$ cat src/rtl/asp_irq_ctrl_pkg.sv
// CSR map and line-FSM state type for the ASP interrupt controller.
package asp_irq_ctrl_pkg;

  // Byte offsets of the CSRs; only address bits [5:3] are decoded
  localparam logic [5:0] CSR_OFF_STATUS = 6'h00;
  localparam logic [5:0] CSR_OFF_ENABLE = 6'h08;
  localparam logic [5:0] CSR_OFF_CLEAR  = 6'h10;
  localparam logic [5:0] CSR_OFF_RAW    = 6'h18;
  localparam logic [5:0] CSR_OFF_COUNT  = 6'h20;
  localparam logic [5:0] CSR_OFF_FORCE  = 6'h28;

  typedef enum logic [1:0] {
    IRQ_IDLE     = 2'd0,
    IRQ_REQ      = 2'd1,
    IRQ_WAIT_CLR = 2'd2
  } t_irq_line_state;

endpackage : asp_irq_ctrl_pkg

$ cat src/rtl/dc_bsp_pkg.sv
// Board-level constants shared by the ASP blocks.
package dc_bsp_pkg;

  localparam int unsigned BSP_NUM_INTERRUPT_LINES = 4;
  localparam int unsigned BSP_AVMM_NUM_IRQ_USED   = 3;
  localparam int unsigned MMIO64_AVMM_ADDR_WIDTH  = 18;
  localparam int unsigned MMIO64_DATA_WIDTH       = 64;

  // Interrupt source bit positions on the ASP irq bus
  localparam int unsigned IRQ_DMA_0_BIT  = 0;
  localparam int unsigned IRQ_KERNEL_BIT = 1;
  localparam int unsigned IRQ_DMA_1_BIT  = 2;

endpackage : dc_bsp_pkg

$ cat src/rtl/asp_irq_line_fsm.sv
// Per-vector delivery FSM: one host request per software clear of pending.
module asp_irq_line_fsm
  import asp_irq_ctrl_pkg::*;
(
  input  logic clk,
  input  logic reset_n,
  input  logic i_pending,
  input  logic i_enable,
  input  logic i_ack,
  output logic o_req,
  output logic o_count_inc_c
);

  t_irq_line_state r_state;
  t_irq_line_state w_state_nxt;
  logic            r_req;

  // State register; req mirrors the REQ state so it is a clean flop output
  always_ff @(posedge clk) begin
    if (!reset_n) begin
      r_state <= IRQ_IDLE;
      r_req   <= 1'b0;
    end else begin
      r_state <= w_state_nxt;
      r_req   <= (w_state_nxt == IRQ_REQ);
    end
  end

  // Next-state: a raised request is held until the host acks it
  always_comb begin
    w_state_nxt   = r_state;
    o_count_inc_c = 1'b0;
    case (r_state)
      IRQ_IDLE: begin
        if (i_pending && i_enable) w_state_nxt = IRQ_REQ;
      end
      IRQ_REQ: begin
        if (i_ack) begin
          w_state_nxt   = IRQ_WAIT_CLR;
          o_count_inc_c = 1'b1;
        end
      end
      IRQ_WAIT_CLR: begin
        if (!i_pending) w_state_nxt = IRQ_IDLE;
      end
      default: w_state_nxt = IRQ_IDLE;
    endcase
  end

  assign o_req = r_req;

endmodule : asp_irq_line_fsm

$ cat src/rtl/asp_irq_ctrl.sv
// ASP interrupt controller: edge capture, CSRs on MMIO64 AVMM, per-vector req/ack.
module asp_irq_ctrl
  import dc_bsp_pkg::*;
  import asp_irq_ctrl_pkg::*;
#(
  parameter int unsigned NUM_IRQ_LINES = BSP_NUM_INTERRUPT_LINES,
  parameter int unsigned NUM_IRQ_USED  = BSP_AVMM_NUM_IRQ_USED,
  parameter int unsigned ADDR_WIDTH    = MMIO64_AVMM_ADDR_WIDTH,
  parameter int unsigned CNT_WIDTH     = 16
) (
  input  logic                           clk,
  input  logic                           reset_n,
  input  logic [NUM_IRQ_USED-1:0]        irq_in,
  input  logic [ADDR_WIDTH-1:0]          avmm_address,
  input  logic                           avmm_read,
  input  logic                           avmm_write,
  input  logic [MMIO64_DATA_WIDTH-1:0]   avmm_writedata,
  input  logic [MMIO64_DATA_WIDTH/8-1:0] avmm_byteenable,
  output logic [MMIO64_DATA_WIDTH-1:0]   avmm_readdata,
  output logic                           avmm_readdatavalid,
  output logic                           avmm_waitrequest,
  output logic [NUM_IRQ_LINES-1:0]       irq_req,
  input  logic [NUM_IRQ_LINES-1:0]       irq_ack
);

  localparam int unsigned DW       = MMIO64_DATA_WIDTH;
  localparam int unsigned BEW      = DW / 8;
  localparam int unsigned U        = NUM_IRQ_USED;
  localparam int unsigned CNT_BITS = NUM_IRQ_LINES * CNT_WIDTH;

  logic [U-1:0]             r_prev;
  logic [U-1:0]             r_pending;
  logic [U-1:0]             r_enable;
  logic                     r_waitreq;
  logic                     r_rdvalid;
  logic [DW-1:0]            r_rdata;

  logic                     w_rd_acc;
  logic                     w_wr_acc;
  logic [5:0]               w_off;
  logic [DW-1:0]            w_be_mask;
  logic [DW-1:0]            w_wbits;
  logic                     w_wr_enable;
  logic                     w_wr_clear;
  logic                     w_wr_force;
  logic                     w_wr_count;
  logic [U-1:0]             w_clr;
  logic [U-1:0]             w_force;
  logic [U-1:0]             w_rise;
  logic [DW-1:0]            w_rdata;
  logic [NUM_IRQ_LINES-1:0] w_req;
  logic [CNT_BITS-1:0]      w_count;
  logic                     w_unused;

  // Transactions are only accepted once waitrequest has dropped
  assign w_rd_acc = avmm_read  & ~r_waitreq;
  assign w_wr_acc = avmm_write & ~r_waitreq;
  assign w_off    = {avmm_address[5:3], 3'b000};

  // Expand byte enables into a bit mask
  always_comb begin
    w_be_mask = '0;
    for (int b = 0; b < BEW; b++) begin
      w_be_mask[b*8 +: 8] = {8{avmm_byteenable[b]}};
    end
  end

  assign w_wbits     = avmm_writedata & w_be_mask;
  assign w_wr_enable = w_wr_acc && (w_off == CSR_OFF_ENABLE);
  assign w_wr_clear  = w_wr_acc && (w_off == CSR_OFF_CLEAR);
  assign w_wr_force  = w_wr_acc && (w_off == CSR_OFF_FORCE);
  assign w_wr_count  = w_wr_acc && (w_off == CSR_OFF_COUNT);
  assign w_clr       = w_wr_clear ? w_wbits[U-1:0] : '0;
  assign w_force     = w_wr_force ? w_wbits[U-1:0] : '0;
  assign w_rise      = irq_in & ~r_prev;

  // Waitrequest held high through reset, released on the first cycle after
  always_ff @(posedge clk) begin
    if (!reset_n) r_waitreq <= 1'b1;
    else          r_waitreq <= 1'b0;
  end

  // Edge history, pending (set beats clear) and enable registers
  always_ff @(posedge clk) begin
    if (!reset_n) begin
      r_prev    <= '0;
      r_pending <= '0;
      r_enable  <= '0;
    end else begin
      r_prev    <= irq_in;
      r_pending <= (r_pending & ~w_clr) | w_rise | w_force;
      if (w_wr_enable) begin
        r_enable <= (r_enable & ~w_be_mask[U-1:0]) | w_wbits[U-1:0];
      end
    end
  end

  // CSR read mux on pre-write register values
  always_comb begin
    w_rdata = '0;
    case (w_off)
      CSR_OFF_STATUS: w_rdata[U-1:0] = r_pending;
      CSR_OFF_ENABLE: w_rdata[U-1:0] = r_enable;
      CSR_OFF_RAW:    w_rdata[U-1:0] = irq_in;
      CSR_OFF_COUNT:  w_rdata        = DW'(w_count);
      default:        w_rdata        = '0;
    endcase
  end

  // One-cycle read response; readdata holds between reads
  always_ff @(posedge clk) begin
    if (!reset_n) begin
      r_rdvalid <= 1'b0;
      r_rdata   <= '0;
    end else begin
      r_rdvalid <= w_rd_acc;
      if (w_rd_acc) r_rdata <= w_rdata;
    end
  end

  // Per-line delivery FSM and saturating counter; unused lines tied off
  for (genvar i = 0; i < NUM_IRQ_LINES; i++) begin : g_line
    if (i < NUM_IRQ_USED) begin : g_used
      logic                 w_inc_c;
      logic [CNT_WIDTH-1:0] r_count;

      asp_irq_line_fsm u_fsm (
        .clk           (clk),
        .reset_n       (reset_n),
        .i_pending     (r_pending[i]),
        .i_enable      (r_enable[i]),
        .i_ack         (irq_ack[i]),
        .o_req         (w_req[i]),
        .o_count_inc_c (w_inc_c)
      );

      // Delivery counter: cleared by any COUNT write, sticks at all-ones
      always_ff @(posedge clk) begin
        if (!reset_n) begin
          r_count <= '0;
        end else if (w_wr_count) begin
          r_count <= '0;
        end else if (w_inc_c && (r_count != '1)) begin
          r_count <= r_count + CNT_WIDTH'(1);
        end
      end

      assign w_count[i*CNT_WIDTH +: CNT_WIDTH] = r_count;
    end else begin : g_tied
      assign w_req[i]                          = 1'b0;
      assign w_count[i*CNT_WIDTH +: CNT_WIDTH] = '0;
    end
  end

  assign avmm_readdata      = r_rdata;
  assign avmm_readdatavalid = r_rdvalid;
  assign avmm_waitrequest   = r_waitreq;
  assign irq_req            = w_req;

  // Address bits outside the decode, data above the used lines, acks of tied lines
  assign w_unused = ^{avmm_address[ADDR_WIDTH-1:6], avmm_address[2:0],
                      w_wbits[DW-1:U], irq_ack[NUM_IRQ_LINES-1:U]};

endmodule : asp_irq_ctrl

$ cat config.mk
export PLATFORM = sky130hd
export DESIGN_NAME = asp_irq_ctrl
export DESIGN_NICKNAME = d
export VERILOG_FILES = /design/src/rtl/asp_irq_ctrl_pkg.sv /design/src/rtl/dc_bsp_pkg.sv /design/src/rtl/asp_irq_line_fsm.sv /design/src/rtl/asp_irq_ctrl.sv
export SDC_FILE = /design/constraint.sdc
export NUM_CORES = 1
export LEC_CHECK = 0
export CAP_MARGIN = 5
export CORE_AREA = 2 2 101 103
export CTS_CLUSTER_DIAMETER = 100
export DETAILED_ROUTE_END_ITERATION = 16
export DIE_AREA = 0 0 103 105
export DONT_BUFFER_PORTS = 1
export PLACE_DENSITY_LB_ADDON = 0.25
export SLEW_MARGIN = 20
export SYNTH_ARGS = -nofsm -noshare
export SYNTH_HDL_FRONTEND = slang
export SYNTH_SLANG_ARGS = --single-unit
$ cat constraint.sdc
create_clock -name clk -period 2.5 [get_ports clk]
set_input_delay 0.25 -clock clk [delete_from_list [all_inputs] [get_ports clk]]
set_output_delay 0.25 -clock clk [all_outputs]
set_load 0.1 [all_outputs]
# Word-level counts from Yosys, hierarchy flattened
# Cells that the tools add are included.
# word_totals
out_inout_bits,70
ff_bits,132
input_bits,101
elab_cells,87
# op_classes
muxes,23
n_bitwise,14
n_reduce_logical,15
addsub,3
n_eq_ne,17
# ops
operator,n
$add 16x1->16 const B,3
$ne 16x16->1 const B,3
$mux 45,1
$mux 2,9
$pmux 2 s3,3
$and 3x3->3,4
$eq 2x1->1 const B,6
$pmux 3 s4,1
$logic_and 1x1->1,10
$not 3->3,3
$or 3x3->3,3
$mux 1,7
$eq 2x2->1 const B,3
$eq 3x2->1 const B,2
$eq 3x3->1 const B,2
$logic_not 2->1,3
$logic_not 6->1,1
$mux 3,2
$eq 3x1->1 const B,1
$and 1x1->1,2
$not 1->1,2
$reduce_or 2->1,1

# Logic depth before layout (Yosys ltp)
# Gate-level depths: netlist of the first run.
# logic_depth
ltp_word,8
ltp_mapped,6
ltp_nobuf,5

# Hierarchy
# Synthesis of the first run repeated with hierarchy kept, for this count alone.
# unflattened
hier_cells,562
hier_area_um2,5128.7
# by_module_without_submodules
mod,area_per_inst_um2,instances,seq_area_each_um2,cells_each
asp_irq_ctrl,4775.8,1,2142.1,526
asp_irq_line_fsm,117.6,3,60.1,12

# Worst setup path after synthesis of the first run
# No wires, ideal clock.
# synth_path
path_kind,register to register
startpoint,"register r_waitreq, in the netlist avmm_waitrequest"
endpoint,"register r_rdata[17], in the netlist avmm_readdata[17]"
n_path_buf,2
setup_time_ps,70
arrival_ps,1958
t_required_ps,2430
path_stages_with_launch,6
slack_ps,472
synth_period_minus_slack_ps,2028
cell_sequence,dfxtp_1 nand2b_1 clkbuf_1 clkbuf_1 nand2_1 a21oi_1
# synth_via
elab_chain_len,2
# synth_lines
element,line_no,rtl
from (decl),asp_irq_ctrl.sv:34,logic r_waitreq;
from (signal assigned),asp_irq_ctrl.sv:79,if (!reset_n) r_waitreq <= 1'b1;
from (signal assigned),asp_irq_ctrl.sv:80,else r_waitreq <= 1'b0;
$not 1->1,asp_irq_ctrl.sv:56,assign w_rd_acc = avmm_read & ~r_waitreq;
$and 1x1->1,asp_irq_ctrl.sv:56,
to (signal assigned),asp_irq_ctrl.sv:117,if (w_rd_acc) r_rdata <= w_rdata;
to (decl),asp_irq_ctrl.sv:36,logic [DW-1:0] r_rdata;
# Every way passes these cells.
# A chain may end at the register's enable or synchronous reset.

# Worst setup path after layout of the first run
# layout_path
startpoint,"register r_waitreq, in the netlist avmm_waitrequest"
endpoint,register r_pending[0]
# layout_via
elab_chain_len,8
elab_cells_between_ends,10
cone_classes,mux (2); bitwise (6); reduce/logical (2)
# layout_lines
element,line_no,rtl
$not 1->1 (*),asp_irq_ctrl.sv:57,assign w_wr_acc = avmm_write & ~r_waitreq;
$and 1x1->1 (*),asp_irq_ctrl.sv:57,
$logic_and 1x1->1,asp_irq_ctrl.sv:70,assign w_wr_clear = w_wr_acc && (w_off == CSR_OFF_CLEAR);
$mux 3,asp_irq_ctrl.sv:73,assign w_clr = w_wr_clear ? w_wbits[U-1:0] : '0;
$not 3->3,asp_irq_ctrl.sv:91,r_pending <= (r_pending & ~w_clr) | w_rise | w_force;
$and 3x3->3,asp_irq_ctrl.sv:91,
$or 3x3->3,asp_irq_ctrl.sv:91,
$or 3x3->3 (*),asp_irq_ctrl.sv:91,
to (signal assigned),asp_irq_ctrl.sv:91,
to (decl),asp_irq_ctrl.sv:32,logic [U-1:0] r_pending;
# Every way passes the cells marked *; elsewhere a longest branch is shown, timed or not.

==> flow_summary.ini, run 1 <==
[synthesis]
yosys-top-cells-area = dfxtp_1 (44%), a21oi_1 (8.1%), nand3_1 (6.0%), nand2_1 (4.9%), buf_4 (3.0%)
synth_warnings = 0
synth_most_common_cell = dfxtp_1
ys_seq_area_frac = 0.445
netlist.area_leader.share = 0.445
synth_edf_count = 0
synth_cells = 604
syn_avg_cell_area_sq_um = 8.64
ys_seq_elements = 116
synth_area_leader_cell = dfxtp_1
synth-async-reset-ratio = 0
synth_ff_type = dfxtp_1
synth_commonest_cells = dfxtp_1 (116), a21oi_1 (84), nand2_1 (68)
yosysUniqueCellTypes = 55
syn_area_sq_um = 5220

[routing]
wire_per_inst_um = 16.6
firstDrtPassIters = 4
via_per_inst = 6.00
dr_total_vias = 4606
drt_iter0_drc = 288
routed_wl_mm = 12.8
drc_errors = 0
ant_nets = 0

[global_routing]
grt_pass1_wl_mm = 21.0
grt_max_degree = 60
grt_pass1_vias = 4299
track_usage = 0.245
antenna_found_initial = 0
grt-ovfl-total = 0

[clock_network]
cts_sinks = 116
postCtsSetupRepairBufs = 0
cts_max_path_buffers = 2
cts_tree = yes
clk_pin_slew_ps = 60
numCtsBuffers = 17
h-tree-depth = 4
insertion_delay_ps = 520
root_buffer = clkbuf_8

[worst_hold_path]
hold_path.class = in2reg
holdPathStages = 2

[cells_and_area]
layout-drive-gt1-share = 0.113
area_growth_pct = 16.2
insertedDiodeCount = 0
nets = 728
postLayoutCellArea_sq_um = 6070

[run_status]
status = finished, final reports clean

[floorplan]
num_io_pins = 171
num_rows = 36
dieArea_sq_um = 10800
coreArea_sq_um = 9640
fp.dieH_um = 105
die_x_um = 103
initial_core_util = 0.542

[pwr]
power_leakage_nw = 2.11
powerDensity_nw_per_um2 = 732
p_total_w = 0.00444
peakVddDrop_v = 0.000460

[timing]
timing.slew.headroom = 0.341
finalClockSkew_ps = 8.44
post-route-min-period_ps = 2080
min_period_over_period = 0.833
holdWs_ps = 48.0
hold_viol = 0
grt_setup_unrepaired = no
setup_viol = 0
drv_slew = 0
worst_pin_slew_ps = 988
post-route-worst-setup-slack_ps = 418
fmax_ghz = 0.480
final.setup.tns_ps = 0

[placed_design]
place_area_sq_um = 5310
portBuffers = 0
pre_cts_ws_ps = 630
hpwl_mm = 7.83
routabilityCongestion = 0.801

[setup_path]
path_cells = nor2b_1, and4_1, a21boi_0, o31a_1, dlygate4sd3_1
cpLargestDelayFamily = simple AND/OR/NAND/NOR gates
crit_slowest_cell = dlygate4sd3_1
worst_ep_required_time_ps = 2910
startpoint_type = register
crit_type = reg2reg
cp_slowest_stage_delay_ps = 550
crit_buf_inv = 1
endpoint_kind = register
rr_worst_depth = 5
crit_cells = 5
cp_max_fo = 5
worstPathArrival_ps = 2490

[job]
maxCapViolations = 0
-- layer usage --
layer	part of all wire	global-route usage
met5	0	0
met2	0.46	0.365
met1	0.44	0.330
met3	0.090	0.0863
met4	0.012	0.0808
-- per-stage QoR --
stage,util,std cells
after floorplan,-,620
after global placement,0.551,719
after CTS,0.629,768
final,0.629,768
after detailed placement,0.551,719
after global routing,0.629,768
-- layout by cell type, fill, tap and decap left out, drive strengths merged, types with 19 or more instances in the layout --
cell         count
dfxtp          116
a21oi           84
nand2           68
nand3           65
o21ai           22
buf             21
clkbuf          20
dlygate4sd3     19
-- worst paths after layout --
path / startpoint / endpoint / slack, ps
max: avmm_waitrequest$_DFF_P_ / r_pending[0]$_SDFF_PN0_ / 420
min: avmm_writedata[1] / r_pending[1]$_SDFF_PN0_ / 50
max reg2reg: avmm_waitrequest$_DFF_P_ / r_pending[0]$_SDFF_PN0_ / 420
min reg2reg: avmm_readdata[34]$_SDFFE_PN0P_ / avmm_readdata[34]$_SDFFE_PN0P_ / 450
-- report_power, final --
group / switching (W) / internal [W]
registers: 0.0000122 / 0.00186
logic: 0.000218 / 0.0000531
clock network: 0.000821 / 0.00147
-- layout make-up --
class | instances | area (sq um)
Sequential cell | 116 | 2320
Clock inverter | 10 | 108
Multi-Input combinational cell | 445 | 2650
Inverter | 4 | 15.0
Timing Repair Buffer | 40 | 348
Tap cell | 133 | 166
Fill cell | 826 | 3570
Clock buffer | 20 | 455
-- what timing repair did --
item,in CTS,in global routing
resized for setup,0,0
hold endpoints to repair,21,0
hold buffers,19,0
-- flip-flops by register name, summed over array words and instances, names as in the netlist, named ones only --
register and count:
g_line.g_used.u_fsm.o_req 3, avmm_readdatavalid 1, r_pending 3, avmm_waitrequest 1, g_line.g_used.r_count 48, r_prev 3, g_line.g_used.u_fsm.r_state 6, avmm_readdata 48
-- kinds of logic (layout without fill, tap and decap cells) --
kind of cell    after synthesis  in the layout  synth area share
other cells                   1             17          0.000718
compound gates              145            145             0.165
xor+xnor                      3              3           0.00503
simple gates                261            261             0.285
fa+ha+maj                     3              3           0.00719
buf+inv                      59             74            0.0611
flops                       116            116             0.445
mux                          16             16            0.0314
Note: power is estimated with default switching activity, not from simulation.
==> run 2, diff against run 1 <==
Clock period 2.5 ns to 1.85 ns, I/O delays scaled along.
==> run 2 against run 1 <==
  * Utilization increased by 3.7 points
  * Clock skew decreased by 2.3 ps
  * Clock-buffer cell count unchanged
  * Largest power group unchanged
==> flow_summary.ini, run 2 (synthesis gave the netlist of run 1 again) <==
[timing]
holdWs_ps = 35.7
grt_setup_unrepaired = no
setup_viol = 0
worst_pin_slew_ps = 687
fmax_ghz = 0.570
min_period_over_period = 0.948
finalClockSkew_ps = 6.13
post-route-worst-setup-slack_ps = 95.9
hold_viol = 0
post-route-min-period_ps = 1750
final.setup.tns_ps = 0
timing.slew.headroom = 0.538
drv_slew = 0

[pwr]
p_total_w = 0.00603
power_frac_seq = 0.419
internal_power_w = 0.00461
combPwrFrac = 0.062
powerDensity_nw_per_um2 = 939
p_switching_w = 0.00142
peakVddDrop_v = 0.000555
switching_share = 0.236
clkPwrFrac = 0.519
power_leakage_nw = 2.38

[clock_network]
clk_pin_slew_ps = 50
insertion_delay_ps = 530
cts_tree = yes
h-tree-depth = 4
numCtsBuffers = 17
postCtsSetupRepairBufs = 0
root_buffer = clkbuf_8
cts_max_path_buffers = 2
cts_sinks = 116

[setup_path]
startpoint_type = register
path_cells = nand4_1, nor3_1, or4_1, a21oi_1
worstPathArrival_ps = 2160
cp_max_fo = 7
endpoint_kind = register
cp_slowest_stage_delay_ps = 620
r2r_slack_ps = 100
worst_ep_required_time_ps = 2260
crit_type = reg2reg
rr_worst_depth = 4
crit_slowest_cell = nor3_1

[global_routing]
grt_max_degree = 60
antenna_found_initial = 0
grt_pass1_vias = 4558
track_usage = 0.253
grt-ovfl-total = 0
grt_pass1_wl_mm = 21.6

[placed_design]
hpwl_mm = 8.28
routabilityCongestion = 0.854
portBuffers = 0
pre_cts_ws_ps = 114
place_inst = 768

[cells_and_area]
layout-drive-gt1-share = 0.178
insertedDiodeCount = 0
nFillCells = 823
final_cell_mix = dfxtp_1 (115), a21oi_1 (83), buf_4 (70), nand2_1 (68), nand3_1 (63)
area_growth_pct = 23.0
nets = 775
mostFrequentLayoutCell = dfxtp_1
instances_no_fill = 817

[worst_hold_path]
holdPathStages = 3
hold_path.class = in2reg

[floorplan]
initial_core_util = 0.542
fp.dieH_um = 105
dieArea_sq_um = 10800
num_rows = 36
num_io_pins = 171
coreArea_sq_um = 9640
die_x_um = 103

[routing]
via_per_inst = 5.76
drt_iter0_drc = 163
dr_total_vias = 4705
wire_per_inst_um = 16.1
drc_errors = 0
firstDrtPassIters = 4
ant_nets = 0
routed_wl_mm = 13.1

[job]
maxCapViolations = 0

[run_status]
status = finished, final reports clean
[run 2: cell count changes in the layout (fill, tap and decap cells not counted), moves of 2 or more]
cell,delta
buf_4,+49
clkbuf_1,+3
clkbuf_8,-3
clkinv_2,+3
clkinvlp_4,-2
dlygate4sd3_1,-2
[run 2: path summary, 6_finish.rpt]
path	from	endpoint
worst min register to register	avmm_readdata[41]$_SDFFE_PN0P_	avmm_readdata[41]$_SDFFE_PN0P_
worst max-delay path	g_line[0].g_used.r_count[9]$_SDFFE_PP0P_	g_line[0].g_used.r_count[15]$_SDFFE_PP0P_
worst min-delay path	avmm_address[3]	register
worst max register to register	g_line[0].g_used.r_count[9]$_SDFFE_PP0P_	g_line[0].g_used.r_count[15]$_SDFFE_PP0P_
[run 2: repair_timing]
item,in CTS,in global routing
hold endpoints to repair,29,1
hold buffers,16,1
gates resized for setup,0,1
setup endpoints to repair,0,2
[run 2: metrics by stage]
| step | area [sq um] | util |
|---|---|---|
| after floorplan | 5280 | - |
| after global placement | 5690 | 0.590 |
| after detailed placement | 5690 | 0.590 |
| after CTS | 6410 | 0.665 |
| after global routing | 6420 | 0.666 |
| final | 6420 | 0.666 |
[run 2: final cells by class]
| type | count | area (sq um) | share of cell area |
|---|---|---|---|
| clock buffer | 20 | 425 | 0.0662 |
| clock inverter | 12 | 138 | 0.0214 |
| inverter | 4 | 15.0 | 0.00234 |
| multi-input combinational | 445 | 2660 | 0.414 |
| sequential | 116 | 2320 | 0.362 |
| tap | 133 | 166 | 0.0259 |
| timing repair buffer | 87 | 696 | 0.108 |
[run 2: critical path, delay by kind of cell, from the launching register on]
family / cells / cell delay (ps)
AO/OA/AOI/OAI: 1 / 60
AND/OR/NAND/NOR: 3 / 1140
flip-flops: 1 / 440
[run 2: power groups by stage]
| stage | clock network, W | logic, W | registers (W) |
|---|---|---|---|
| 6_report | 0.00313 | 0.000374 | 0.00253 |
| 5_1_grt | 0.00330 | 0.000392 | 0.00253 |
| 4_1_cts | 0.00317 | 0.000367 | 0.00253 |
| 3_5_place_dp | 0 | 0.000331 | 0.00258 |
| 3_3_place_gp | 0 | 0.000326 | 0.00258 |
| 2_1_floorplan | 0 | 0.000298 | 0.00260 |
[run 2: per-layer routing]
| layer | wire length, um | track usage | vias up | part of all wire |
|---|---|---|---|---|
| met5 | 0 | 0 | - | 0 |
| met2 | 6390 | 0.406 | 139 | 0.49 |
| li1 | - | - | 2324 | - |
| met3 | 695 | 0.0669 | 19 | 0.053 |
| met4 | 192 | 0.101 | 0 | 0.015 |
| met1 | 5840 | 0.319 | 2223 | 0.44 |
==> RTL edit: new RTL, flow settings as in run 2 <==
Make the reset (`reset_n`) asynchronous in 5 clocked blocks.
--- a/src/rtl/asp_irq_line_fsm.sv
+++ b/src/rtl/asp_irq_line_fsm.sv
@@ -16,7 +16,7 @@
   logic            r_req;
 
   // State register; req mirrors the REQ state so it is a clean flop output
-  always_ff @(posedge clk) begin
+  always_ff @(posedge clk or negedge reset_n) begin
     if (!reset_n) begin
       r_state <= IRQ_IDLE;
       r_req   <= 1'b0;
--- a/src/rtl/asp_irq_ctrl.sv
+++ b/src/rtl/asp_irq_ctrl.sv
@@ -75,13 +75,13 @@
   assign w_rise      = irq_in & ~r_prev;
 
   // Waitrequest held high through reset, released on the first cycle after
-  always_ff @(posedge clk) begin
+  always_ff @(posedge clk or negedge reset_n) begin
     if (!reset_n) r_waitreq <= 1'b1;
     else          r_waitreq <= 1'b0;
   end
 
   // Edge history, pending (set beats clear) and enable registers
-  always_ff @(posedge clk) begin
+  always_ff @(posedge clk or negedge reset_n) begin
     if (!reset_n) begin
       r_prev    <= '0;
       r_pending <= '0;
@@ -108,7 +108,7 @@
   end
 
   // One-cycle read response; readdata holds between reads
-  always_ff @(posedge clk) begin
+  always_ff @(posedge clk or negedge reset_n) begin
     if (!reset_n) begin
       r_rdvalid <= 1'b0;
       r_rdata   <= '0;
@@ -135,7 +135,7 @@
       );
 
       // Delivery counter: cleared by any COUNT write, sticks at all-ones
-      always_ff @(posedge clk) begin
+      always_ff @(posedge clk or negedge reset_n) begin
         if (!reset_n) begin
           r_count <= '0;
         end else if (w_wr_count) begin
Function: differs if reset_n is asserted again (counterexample within 4 cycles, from zero or initial values and one cycle with reset_n low); with reset_n held inactive, the same outputs for 10 cycles.
==> RTL edit against run 2 <==
  * The run now ends with negative hold slack left
  * Area after synthesis is 5.9% higher
  * Worst setup slack lost 0.029 ns
  * Sequential share of layout area rose by 6.1 points
  * Critical endpoint is now g_line[2].g_used.r_count[15]$_DFFE_PN0P_
  * Routed wire length shrank 2.3%
  * Sequential cell count is the same
  * Design area increased by 7.1%
  * Critical path type unchanged
Power is not compared: it rests on default switching activity, and its combinational part moved more than twofold at a synthesized area within 25%.
==> RTL edit: results (changes against run 2) <==
outcome - finished, violations left (was completed)
failing checks - negative hold slack
DP HPWL - 8.23 mm (was 8.28 mm)
GP Congestion - 0.815 (was 0.854)
FF-to-FF End - g_line[2].g_used.r_count[15]$_DFFE_PN0P_ (was g_line[0].g_used.r_count[15]$_SDFFE_PP0P_)
WL met3 - 749 um (was 695 um)
max_slew headroom - 59.3% (was 53.8%)
R2R Path Start - g_line[2].g_used.r_count[2]$_DFFE_PN0P_ (was g_line[0].g_used.r_count[9]$_SDFFE_PP0P_)
vias in the first global route - 4,355 (was 4,558)
reg2reg setup slack - 0.07 ns (was 0.1 ns)
ys async rst share - 100% (was 0%)
synthesized-area fraction occupied by adder cells - 0.679% (was 0.719%)
Final Hold Violating Endpoints - 116 (was 0)
Internal - 5360 uW
layout cell share with drive strength beyond 1 - 23.6% (was 17.8%)
ranking of synthesized cells by area - dfrtp_1, a22o_1, a21oi_1 (was dfxtp_1, a21oi_1, nand3_1)
hold buffers post-CTS - 12 (was 16)
XOR/XNOR Fraction of Synth Area - 0.158% (was 0.503%)
clk_skew - 0.00649 ns (was 0.00613 ns)
sequential share of the synthesized area - 52.5% (was 44.5%)
Fill cells - 705 (was 823)
Crit-path slowest cell - or4_1 (was nor3_1)
total wire length - 12.8 mm (was 13.1 mm)
routed wl met2 - 6.64 mm (was 6.39 mm)
gr usage total - 24.9% (was 25.3%)
met2 usage - 40.2% (was 40.6%)
Top FF cell, synth - dfrtp_1 (was dfxtp_1)
top post-synthesis cells by count - dfrtp_1, a22o_1, nand2_1 (was dfxtp_1, a21oi_1, nand2_1)
multiplexer share of the synthesized area - 2.85% (was 3.14%)
placed cells - 692 (was 768)
first-pass GRT wire length - 21.0 mm (was 21.6 mm)
cells after synthesis - 511 (was 604)
M3 GR Usage - 7.09% (was 6.69%)
Starting DRT DRC Count - 241 (was 163)
largest net degree at the start of global routing - 117 (was 60)
CP arrival - 2.22 ns (was 2.16 ns)
Setup WS pre-CTS - 0.0510 ns (was 0.114 ns)
via count - 4,466 (was 4,705)
Critical Path Max Stage Delay - 0.54 ns (was 0.62 ns)
Placed Instance Area - 6090 um^2 (was 5690 um^2)
worst hold path class - in -> async (was in -> reg)
hold slack - -0.638 ns (was 0.0357 ns)
TritonRoute pass-1 iters - 5 (was 4)
met1 Usage GRT - 31.2% (was 31.9%)
wl on met1 - 5.16 mm (was 5.84 mm)
final net count - 697 (was 775)
post-synthesis compound-gate area fraction - 18.1% (was 16.5%)
## RTL edit: worst max-delay path by stage
stage | endpoint | start | slack [ns]
after global routing | g_line[2].g_used.r_count[4]$_DFFE_PN0P_ | g_line[2].g_used.r_count[0]$_DFFE_PN0P_ | 0.002
after global placement | g_line[1].g_used.r_count[8]$_DFFE_PN0P_ | g_line[1].g_used.r_count[0]$_DFFE_PN0P_ | 0.13
final | g_line[2].g_used.r_count[15]$_DFFE_PN0P_ | g_line[2].g_used.r_count[2]$_DFFE_PN0P_ | 0.07
after CTS | g_line[1].g_used.r_count[8]$_DFFE_PN0P_ | g_line[1].g_used.r_count[0]$_DFFE_PN0P_ | 0.006
after detailed placement | g_line[1].g_used.r_count[6]$_DFFE_PN0P_ | g_line[1].g_used.r_count[0]$_DFFE_PN0P_ | 0.05
after floorplan | avmm_readdata[2]$_DFFE_PN0P_ | avmm_waitrequest$_DFF_PN1_ | 0.02
## RTL edit: power by group through the flow
stage	sequential, uW	combinational [uW]	clock, uW
final	2920	1240	3340
after global routing	2940	1310	3500
after CTS	2910	1220	3380
after detailed placement	2950	1190	0
after global placement	2930	1150	0
after floorplan	3100	780	0
## RTL edit: repair_timing
| action | in CTS | in global routing |
|---|---|---|
| setup endpoints to repair | 0 | 12 |
| hold endpoints to repair | 134 | 116 |
| buffers inserted | 0 | 3 |
| resized for setup | 0 | 12 |
## RTL edit: final cells by class
cell class                 count  area, um^2  share of cell area (%)
sequential                   116        2910                    42.3
multi-input combinational    357        2420                    35.2
timing repair buffer          94         752                    10.9
clock buffer                  20         445                    6.48
tap                          133         166                    2.42
clock inverter                11         158                    2.29
inverter                       7        26.3                   0.382
